==> src/rtl/m_enc_imm.sv <==
// m_enc_imm: packs decoded RV32I fields into an instruction word and
// streams it out through one registered stage with a sequential address.
module m_enc_imm #(
    parameter int ADDR_W = 10,
    parameter int BASE   = 0
) (
    input  logic              w_clk,
    input  logic              w_rst,
    input  logic              w_in_valid,
    output logic              w_in_ready,
    input  logic [2:0]        w_fmt,
    input  logic [6:0]        w_opc,
    input  logic [4:0]        w_rd,
    input  logic [4:0]        w_rs1,
    input  logic [4:0]        w_rs2,
    input  logic [2:0]        w_f3,
    input  logic [6:0]        w_f7,
    input  logic [31:0]       w_imm,
    output logic              w_out_valid,
    input  logic              w_out_ready,
    output logic [31:0]       w_ir,
    output logic [ADDR_W-1:0] w_addr,
    output logic              w_err,
    output logic [7:0]        w_err_cnt
);

    localparam logic [2:0] FMT_R = 3'd0;
    localparam logic [2:0] FMT_I = 3'd1;
    localparam logic [2:0] FMT_S = 3'd2;
    localparam logic [2:0] FMT_B = 3'd3;
    localparam logic [2:0] FMT_U = 3'd4;
    localparam logic [2:0] FMT_J = 3'd5;

    localparam logic [ADDR_W-1:0] BASE_A = ADDR_W'(BASE);

    logic        accept;
    logic        handoff;
    logic        legal;
    logic        imm_ok;
    logic        fits12;
    logic        fits13;
    logic        fits21;
    logic [31:0] enc;

    assign w_in_ready = !w_out_valid || w_out_ready;
    assign accept     = w_in_valid && w_in_ready;
    assign handoff    = w_out_valid && w_out_ready;

    // The immediate must round-trip through the field the format stores.
    assign fits12 = (w_imm == {{20{w_imm[11]}}, w_imm[11:0]});
    assign fits13 = (w_imm == {{19{w_imm[12]}}, w_imm[12:0]});
    assign fits21 = (w_imm == {{11{w_imm[20]}}, w_imm[20:0]});

    always_comb begin
        enc    = 32'd0;
        imm_ok = 1'b0;
        unique case (w_fmt)
            FMT_R: begin
                enc    = {w_f7, w_rs2, w_rs1, w_f3, w_rd, w_opc};
                imm_ok = 1'b1;
            end
            FMT_I: begin
                enc    = {w_imm[11:0], w_rs1, w_f3, w_rd, w_opc};
                imm_ok = fits12;
            end
            FMT_S: begin
                enc    = {w_imm[11:5], w_rs2, w_rs1, w_f3,
                          w_imm[4:0], w_opc};
                imm_ok = fits12;
            end
            FMT_B: begin
                enc    = {w_imm[12], w_imm[10:5], w_rs2, w_rs1, w_f3,
                          w_imm[4:1], w_imm[11], w_opc};
                imm_ok = !w_imm[0] && fits13;
            end
            FMT_U: begin
                enc    = {w_imm[31:12], w_rd, w_opc};
                imm_ok = (w_imm[11:0] == 12'd0);
            end
            FMT_J: begin
                enc    = {w_imm[20], w_imm[10:1], w_imm[11],
                          w_imm[19:12], w_rd, w_opc};
                imm_ok = !w_imm[0] && fits21;
            end
            default: begin
                enc    = 32'd0;
                imm_ok = 1'b0;
            end
        endcase
    end

    assign legal = imm_ok && (w_opc[1:0] == 2'b11);

    always_ff @(posedge w_clk or posedge w_rst) begin
        if (w_rst) begin
            w_out_valid <= 1'b0;
            w_ir        <= 32'd0;
            w_addr      <= BASE_A;
        end else begin
            if (handoff) begin
                w_addr <= w_addr + ADDR_W'(1);
            end
            if (accept && legal) begin
                w_ir        <= enc;
                w_out_valid <= 1'b1;
            end else if (handoff) begin
                w_out_valid <= 1'b0;
            end
        end
    end

    // Dropped inputs are only counted; nothing else reacts to them.
    always_ff @(posedge w_clk or posedge w_rst) begin
        if (w_rst) begin
            w_err     <= 1'b0;
            w_err_cnt <= 8'd0;
        end else if (accept && !legal) begin
            w_err <= 1'b1;
            if (w_err_cnt != 8'hFF) begin
                w_err_cnt <= w_err_cnt + 8'd1;
            end
        end
    end

endmodule

==> config.mk <==
export PLATFORM = sky130hd
export DESIGN_NAME = m_enc_imm
export DESIGN_NICKNAME = d
export VERILOG_FILES = /design/src/rtl/m_enc_imm.sv
export SDC_FILE = /design/constraint.sdc
export NUM_CORES = 1
export LEC_CHECK = 0
export CAP_MARGIN = 25
export CORE_MARGIN = 2
export CORE_UTILIZATION = 46
export DETAILED_ROUTE_END_ITERATION = 10
export GPL_TIMING_DRIVEN = 1
export HOLD_SLACK_MARGIN = 0.03
export PLACE_DENSITY = 0.86
export SYNTH_ARGS = -nofsm -noshare
export SYNTH_HDL_FRONTEND = slang
export SYNTH_SLANG_ARGS = --single-unit
==> constraint.sdc <==
create_clock -name w_clk -period 5.9 [get_ports w_clk]
set_input_delay 1.475 -clock w_clk [delete_from_list [all_inputs] [get_ports w_clk]]
set_output_delay 1.475 -clock w_clk [all_outputs]
set_load 0.02 [all_outputs]
==> results of run 1 <==
==> synth_stat cells (all sizes together), types with 3 or more instances <==
master,number,share of area
nor4,8,0.017
buf,12,0.028
or4,4,0.012
nor2b,13,0.028
xor2,4,0.012
o21ai,34,0.066
a22oi,14,0.036
a21oi,20,0.037
xnor2,12,0.036
nand3,8,0.014
nor3,4,0.0069
mux2,8,0.037
nand2,39,0.050
nand2b,4,0.0086
inv,4,0.0052
nand4,14,0.030
a31oi,3,0.0065
mux2i,9,0.031
dfrtp,52,0.45
clkbuf,6,0.0078
nor2,14,0.018
==> layout by cell type, fill, tap and decap left out, types with 2 or more instances in the layout <==
cell,count
nand4_1,14
clkbuf_8,6
dfrtp_1,52
and3_1,2
o21ai_0,12
a22oi_1,14
nor2b_1,13
nor4_1,8
a21oi_2,2
nand3_1,8
mux2_2,3
xnor2_1,12
buf_12,2
or3_1,2
nor3_1,4
xor2_1,4
or4_1,3
ha_1,2
mux2_4,5
and2_1,2
a31oi_1,3
nand2_1,39
a21oi_1,18
o21ai_1,16
clkdlybuf4s50_1,123
a211oi_1,2
nand2b_1,4
o21ai_2,6
mux2i_1,9
inv_1,3
nor2_1,14
==> per-stage QoR <==
step / power, W / utilization
floorplan: 0.000683 / -
global placement: 0.000894 / 0.691
finish: 0.00111 / 0.710
detailed placement: 0.000908 / 0.694
CTS: 0.00112 / 0.710
global route: 0.00118 / 0.710
==> cells by family (layout without fill, tap and decap cells) <==
group | Yosys count | after routing
flip-flops | 52 | 52
multiplexers | 17 | 17
adder cells (fa/ha/maj) | 2 | 2
XOR/XNOR | 16 | 16
buffers and inverters | 23 | 139
AO/OA/AOI/OAI | 80 | 80
AND/OR/NAND/NOR | 116 | 116
==> critical path: cells and delay by family <==
kind	cells	cell delay, ns
buffers and inverters	2	1.12
AND/OR/NAND/NOR	1	0.16
==> metal layers <==
layer	share of wire	wire length, um	global-route usage	up-vias
met1	0.41	3400	0.330	1332
met2	0.49	4050	0.404	135
met4	0.022	182	0.0718	0
met5	0	0	0	-
li1	-	-	-	1346
met3	0.078	648	0.0504	13
==> area by class of cell <==
type	instances	area, um2	area share
Clock buffer	7	86.3	0.0202
Clock inverter	1	7.51	0.00176
Inverter	5	18.8	0.00439
Multi-Input combinational cell	231	1490	0.348
Sequential cell	52	1300	0.304
Tap cell	75	93.8	0.0219
Timing Repair Buffer	126	1280	0.299
==> power groups by stage <==
stage | sequential [W] | combinational, W | clock (W)
after floorplan | 0.000559 | 0.000124 | 0
after global placement | 0.000485 | 0.000409 | 0
final | 0.000481 | 0.000420 | 0.000212
after global routing | 0.000491 | 0.000450 | 0.000235
after CTS | 0.000481 | 0.000423 | 0.000216
after detailed placement | 0.000487 | 0.000421 | 0
==> final timing paths <==
| path | slack, ns | cells past startpoint | endpoint |
|---|---|---|---|
| setup / recovery | 1.67 | 3 | w_in_ready |
| hold / removal | 0.48 | 1 | w_err |
| setup reg to reg | 3.58 | 6 | w_err_cnt[1] |
| hold reg to reg | 0.48 | 1 | w_err |
| max in group asynchronous | 3.82 | 3 | w_ir[23] |
| min in group asynchronous | 1.54 | 2 | w_addr[7] |
==> state kept, by name (all words and copies together) (netlist names) <==
signal	count
w_addr	10
w_err	1
w_err_cnt	8
w_ir	32
w_out_valid	1
==> summary.md, run 1 <==
| Metric | Value |
|---|---|
| Layout cells sized above 1 | 0.0735 |
| Post-Syn Nets | 379 |
| Placed Area | 4180 um2 |
| Post-Synthesis Cells | 306 |
| CP Launch Point | w_out_ready |
| Fmax | 237 MHz |
| Critical path's largest stage delay | 0.62 ns |
| Vias in the first global route | 2772 |
| Initial antenna violation count | 0 |
| Post-cts gate resize count | 0 |
| Final wirelength | 8.28 mm |
| LEAKAGE | 1.72 nW |
| Vias/cell | 5.69 |
| Die W | 83.5 um |
| Post-synth EDFFs | 0 |
| Net Sw Frac | 0.337 |
| Post-CTS Hold Buffers | 0 |
| Status | finished, final reports clean |
| GRT Residual Overflow | 0 |
| PwrDens | 260 nW/um2 |
| # setup viols final | 0 |
| Core area | 6030 um2 |
| CP cell instances | clkdlybuf4s50_1 > nand2b_1 > clkdlybuf4s50_1 |
| Clock transition at the registers of the reported paths | 0.10 ns |
| XOR/XNOR Fraction of Synth Area | 0.0482 |
| Comb pwr share | 0.377 |
| Fillers | 462 |
| HP Start | w_err |
| Final number of max-transition violations | 0 |
| Yosys cell types | 43 |
| Crit path launch type | primary input |
| Relative slew slack | 0.353 |
| Power share of the clock group | 0.191 |
| Worst Hold Class | reg -> reg |
| I/O Buffers | 123 |
| CTS H-tree depth | 2 |
| Clock Path Buffers | 2 |
| Routed length per placed instance | 16.7 um |
| Clk_lat worst skew | 0.30 ns |
| RSZ-0062 raised after global routing | no |
| Pint | 0.000738 W |
| Total Routing Usage GR | 0.246 |
| Fin area | 4280 um2 |
| Vias | 2826 |
| Syn. warnings | 0 |
| Sequential Power Share | 0.432 |
| FP Rows | 28 |
| NetSw | 0.000375 W |
| TritonCTS clock tree | done |
| Setup CP Type | in -> out |
| Initial drt markers | 169 |
| Post-synth ARST share | 1.00 |
| Post-place setup slack | 1.45 ns |
| Drt drc | 0 |
| Final Net Count | 494 |
| Main combinational cell family by area after synthesis | simple AND/OR/NAND/NOR gates |
| Post-synthesis mux area share | 0.0685 |
| Sequential share of the synthesized area | 0.448 |
| Chip height | 83.5 um |
| Compound-Gate Fraction of Synth Area | 0.180 |
| Clock skew | 0.00869 ns |
| Max FO, Critical Path | 3 |
| Min Hold Slack | 0.480 ns |
| Post-CTS setup buffer count | 0 |
| Routability cong. | 0.944 |
| Adder-Cell Fraction of Synth Area | 0.00861 |
| First-pass GRT wire length | 14.0 mm |
| #FFs+latches synth | 52 |
| Final Hold Viols | 0 |
| HPWL after DPL | 6.36 mm |
| Worst VDD drop | 221 uV |
| Root Driver | clkbuf_8 |
| Total I/O pin count | 124 |
| Worst setup margin | 1.67 ns |
| Tightest Pin Transition | 0.968 ns |
| Setup TNS | 0 ns |
| Maximum number of pins on one net before global-route repair | 43 |
| Post-Syn Area | 2910 um2 |
| Clock sink count | 52 |
| Crit. End Element | output port |
| Worst Path Required | 4.43 ns |
| Most used cell along the critical path | clkdlybuf4s50_1 |
| Area delta synth->final | 47.2% |
| Cts bufs inserted | 5 |
| Ant. Diodes | 0 |
| Syn Area/Cell | 9.49 um2 |
| Starting density of the core | 0.482 |
| Worst EP arrival | 2.75 ns |
| Routed Antenna Nets | 0 |
| DR pass1 iterations | 4 |
| Non-Filler Instances | 497 |
| Crit path time final | 4.23 ns |
| Placed Instances | 489 |
| Max_cap viols | 0 |
| Die area | 6970 um2 |
| Fin crit share | 0.717 |
| CP max-delay cell | clkdlybuf4s50_1 |
| Worst r2r src | w_err_cnt[3] |
| Main synth FF type | dfrtp_1 |
| Simple-gate share of the synthesized area | 0.204 |
Power figures use the tool's default switching activity.
==> run 2: changes to the inputs <==
--- a/config.mk
+++ b/config.mk
@@ -7,11 +7,11 @@
 export LEC_CHECK = 0
 export CAP_MARGIN = 25
 export CORE_MARGIN = 2
-export CORE_UTILIZATION = 46
+export CORE_UTILIZATION = 43
 export DETAILED_ROUTE_END_ITERATION = 10
 export GPL_TIMING_DRIVEN = 1
 export HOLD_SLACK_MARGIN = 0.03
-export PLACE_DENSITY = 0.86
+export PLACE_DENSITY = 0.81
 export SYNTH_ARGS = -nofsm -noshare
 export SYNTH_HDL_FRONTEND = slang
 export SYNTH_SLANG_ARGS = --single-unit
==> constraint.sdc (replaced) <==
create_clock -name w_clk -period 4.2 [get_ports w_clk]
set_input_delay 1.05 -clock w_clk [delete_from_list [all_inputs] [get_ports w_clk]]
set_output_delay 1.05 -clock w_clk [all_outputs]
set_load 0.02 [all_outputs]
==> run 2 against run 1 <==
Setup slack worse by 0.81 ns. Total power is 50% higher. Utilization is 3.7 points lower. Hold slack worse by 0.020 ns. Critical path depth stayed put. Die area is 6.6% higher. Global-route usage is 1.6 points lower. Count of clock-buffer cells in the layout is 2 lower. Combinational power is 41% higher. Sequential power is 40% higher.
==> summary.md, run 2 (synthesis gave the netlist of run 1 again) <==
| Metric | Value |
|---|---|
| Status | finished, final reports clean (unchanged) |
| Routed Antenna Nets | 0 (unchanged) |
| Worst EP arrival | 2.29 ns (was 2.75 ns) |
| Largest reg by FF count | w_ir (unchanged) |
| Routability cong. | 0.900 (was 0.944) |
| First-pass GRT wire length | 13.5 mm (was 14.0 mm) |
| Total I/O pin count | 124 (unchanged) |
| Most used cell along the critical path | clkdlybuf4s50_1 (unchanged) |
| Clk_lat worst skew | 0.30 ns (about the same) |
| Setup TNS | 0 ns (unchanged) |
| I/O Buffers | 123 (unchanged) |
| TritonCTS clock tree | done (unchanged) |
| Initial drt markers | 128 (was 169) |
| Final number of max-transition violations | 0 (unchanged) |
| PwrDens | 383 nW/um2 (was 260 nW/um2) |
| Min Hold Slack | 0.460 ns (was 0.480 ns) |
| Crit path launch type | primary input (unchanged) |
| CTS H-tree depth | 2 (unchanged) |
| Relative slew slack | 0.481 (was 0.353) |
| Final Net Count | 500 (was 494) |
| Clock transition at the registers of the reported paths | 0.09 ns (was 0.10 ns) |
| Vias/cell | 5.58 (was 5.69) |
| Fmax | 299 MHz |
| CP cell instances | clkdlybuf4s50_1 > nand2b_1 > clkdlybuf4s50_1 (unchanged) |
| Placed Instances | 497 (was 489) |
| Most common cell after layout, fill and taps aside | clkdlybuf4s50_1 (unchanged) |
| Crit. End Element | output port (unchanged) |
| Setup CP Type | in -> out (unchanged) |
| Starting density of the core | 0.450 (was 0.482) |
| Most frequent cells in the layout | clkdlybuf4s50_1, dfrtp_1, nand2_1, a21oi_1, o21ai_1 (unchanged) |
| Post-CTS Hold Buffers | 0 (unchanged) |
| Root Driver | clkbuf_8 (unchanged) |
| Routed length per placed instance | 16.7 um (about the same) |
| HPWL after DPL | 6.53 mm (was 6.36 mm) |
| # setup viols final | 0 (unchanged) |
| Fillers | 531 (was 462) |
| Clock Path Buffers | 2 (unchanged) |
| Fin util | 0.673 (was 0.710) |
| Top Registers | w_ir x32, w_addr x10, w_err_cnt x8 (unchanged) |
| Placed Area | 4220 um2 (was 4180 um2) |
| Final Hold Viols | 0 (unchanged) |
| HP Start | w_err (unchanged) |
| Post-CTS setup buffer count | 0 (unchanged) |
| GRT Residual Overflow | 0 (unchanged) |
| Clock sink count | 52 (unchanged) |
| Initial antenna violation count | 0 (unchanged) |
| Worst Hold Class | reg -> reg (unchanged) |
| Maximum number of pins on one net before global-route repair | 32 (was 43) |
| Vias in the first global route | 2684 (was 2772) |
| Critical path's largest stage delay | 0.61 ns (was 0.62 ns) |
| FP Rows | 29 (was 28) |
| Post-cts gate resize count | 0 (unchanged) |
| Fin crit share | 0.795 |
| Layout cells sized above 1 | 0.0867 (was 0.0735) |
| DR pass1 iterations | 4 (unchanged) |
| Tightest Pin Transition | 0.776 ns (was 0.968 ns) |
| CP max-delay cell | clkdlybuf4s50_1 (unchanged) |
| Drt drc | 0 (unchanged) |
| Max_cap viols | 0 (unchanged) |
| Non-Filler Instances | 504 (was 497) |
| Clock skew | 0.00488 ns (was 0.00869 ns) |
| RSZ-0062 raised after global routing | no (unchanged) |
| Die area | 7430 um2 (was 6970 um2) |
| Die W | 86.2 um (was 83.5 um) |
| Max FO, Critical Path | 3 (unchanged) |
| Chip height | 86.2 um (was 83.5 um) |
| CP Launch Point | w_out_ready (unchanged) |
| Area delta synth->final | 49.6% (was 47.2%) |
| Max reg flops | 32 (unchanged) |
| Worst r2r src | w_err_cnt[3] (unchanged) |
| LEAKAGE | 1.76 nW (was 1.72 nW) |
| Core area | 6460 um2 (was 6030 um2) |
| Final wirelength | 8.42 mm (was 8.28 mm) |
| Crit path time final | 3.34 ns |
| Total Routing Usage GR | 0.230 (was 0.246) |
| Ant. Diodes | 0 (unchanged) |
| Worst VDD drop | 359 uV (was 221 uV) |
| Worst Path Required | 3.15 ns (was 4.43 ns) |
| Fin area | 4350 um2 (was 4280 um2) |
| Cts bufs inserted | 5 (unchanged) |
| Vias | 2810 (was 2826) |
-- run 2: per-stage QoR --
step	worst slack, ns	power (W)
floorplan	1.49	0.000960
global placement	0.696	0.00126
detailed placement	0.707	0.00128
CTS	0.858	0.00168
global route	0.802	0.00174
finish	0.860	0.00166
-- run 2: cell type report --
type                       count  area [um2]  share of cell area
multi-input combinational    231        1490               0.343
clock inverter                 2        60.1              0.0138
timing repair buffer         132        1310               0.302
sequential                    52        1300               0.299
clock buffer                   5        68.8              0.0158
inverter                       5        18.8             0.00432
tap                           77        96.3              0.0222
-- run 2: final timing paths --
kind	to	slack, ns	cells past startpoint
min in group asynchronous	w_ir[19]	1.09	2
max	w_in_ready	0.86	3
min reg2reg	w_err	0.46	1
min	w_err	0.46	1
max reg2reg	w_err_cnt[1]	2.34	7
max in group asynchronous	w_ir[28]	2.58	3
-- run 2: worst max-delay path: cells and delay by family --
family | cells | cell delay, ns
and+or+nand+nor | 1 | 0.14
buffers and inverters | 2 | 1.09
-- run 2: power by group --
part	internal (W)	total (W)	switching, W
Sequential	0.000592	0.000674	0.0000820
Combinational	0.000312	0.000593	0.000281
Clock	0.000235	0.000396	0.000162
-- run 2: per-layer routing --
layer,vias up,GRT usage,part of all wire
li1,1345,-,-
met1,1341,0.302,0.42
met2,112,0.391,0.50
met3,12,0.0295,0.055
met4,0,0.0810,0.020
met5,-,0,0
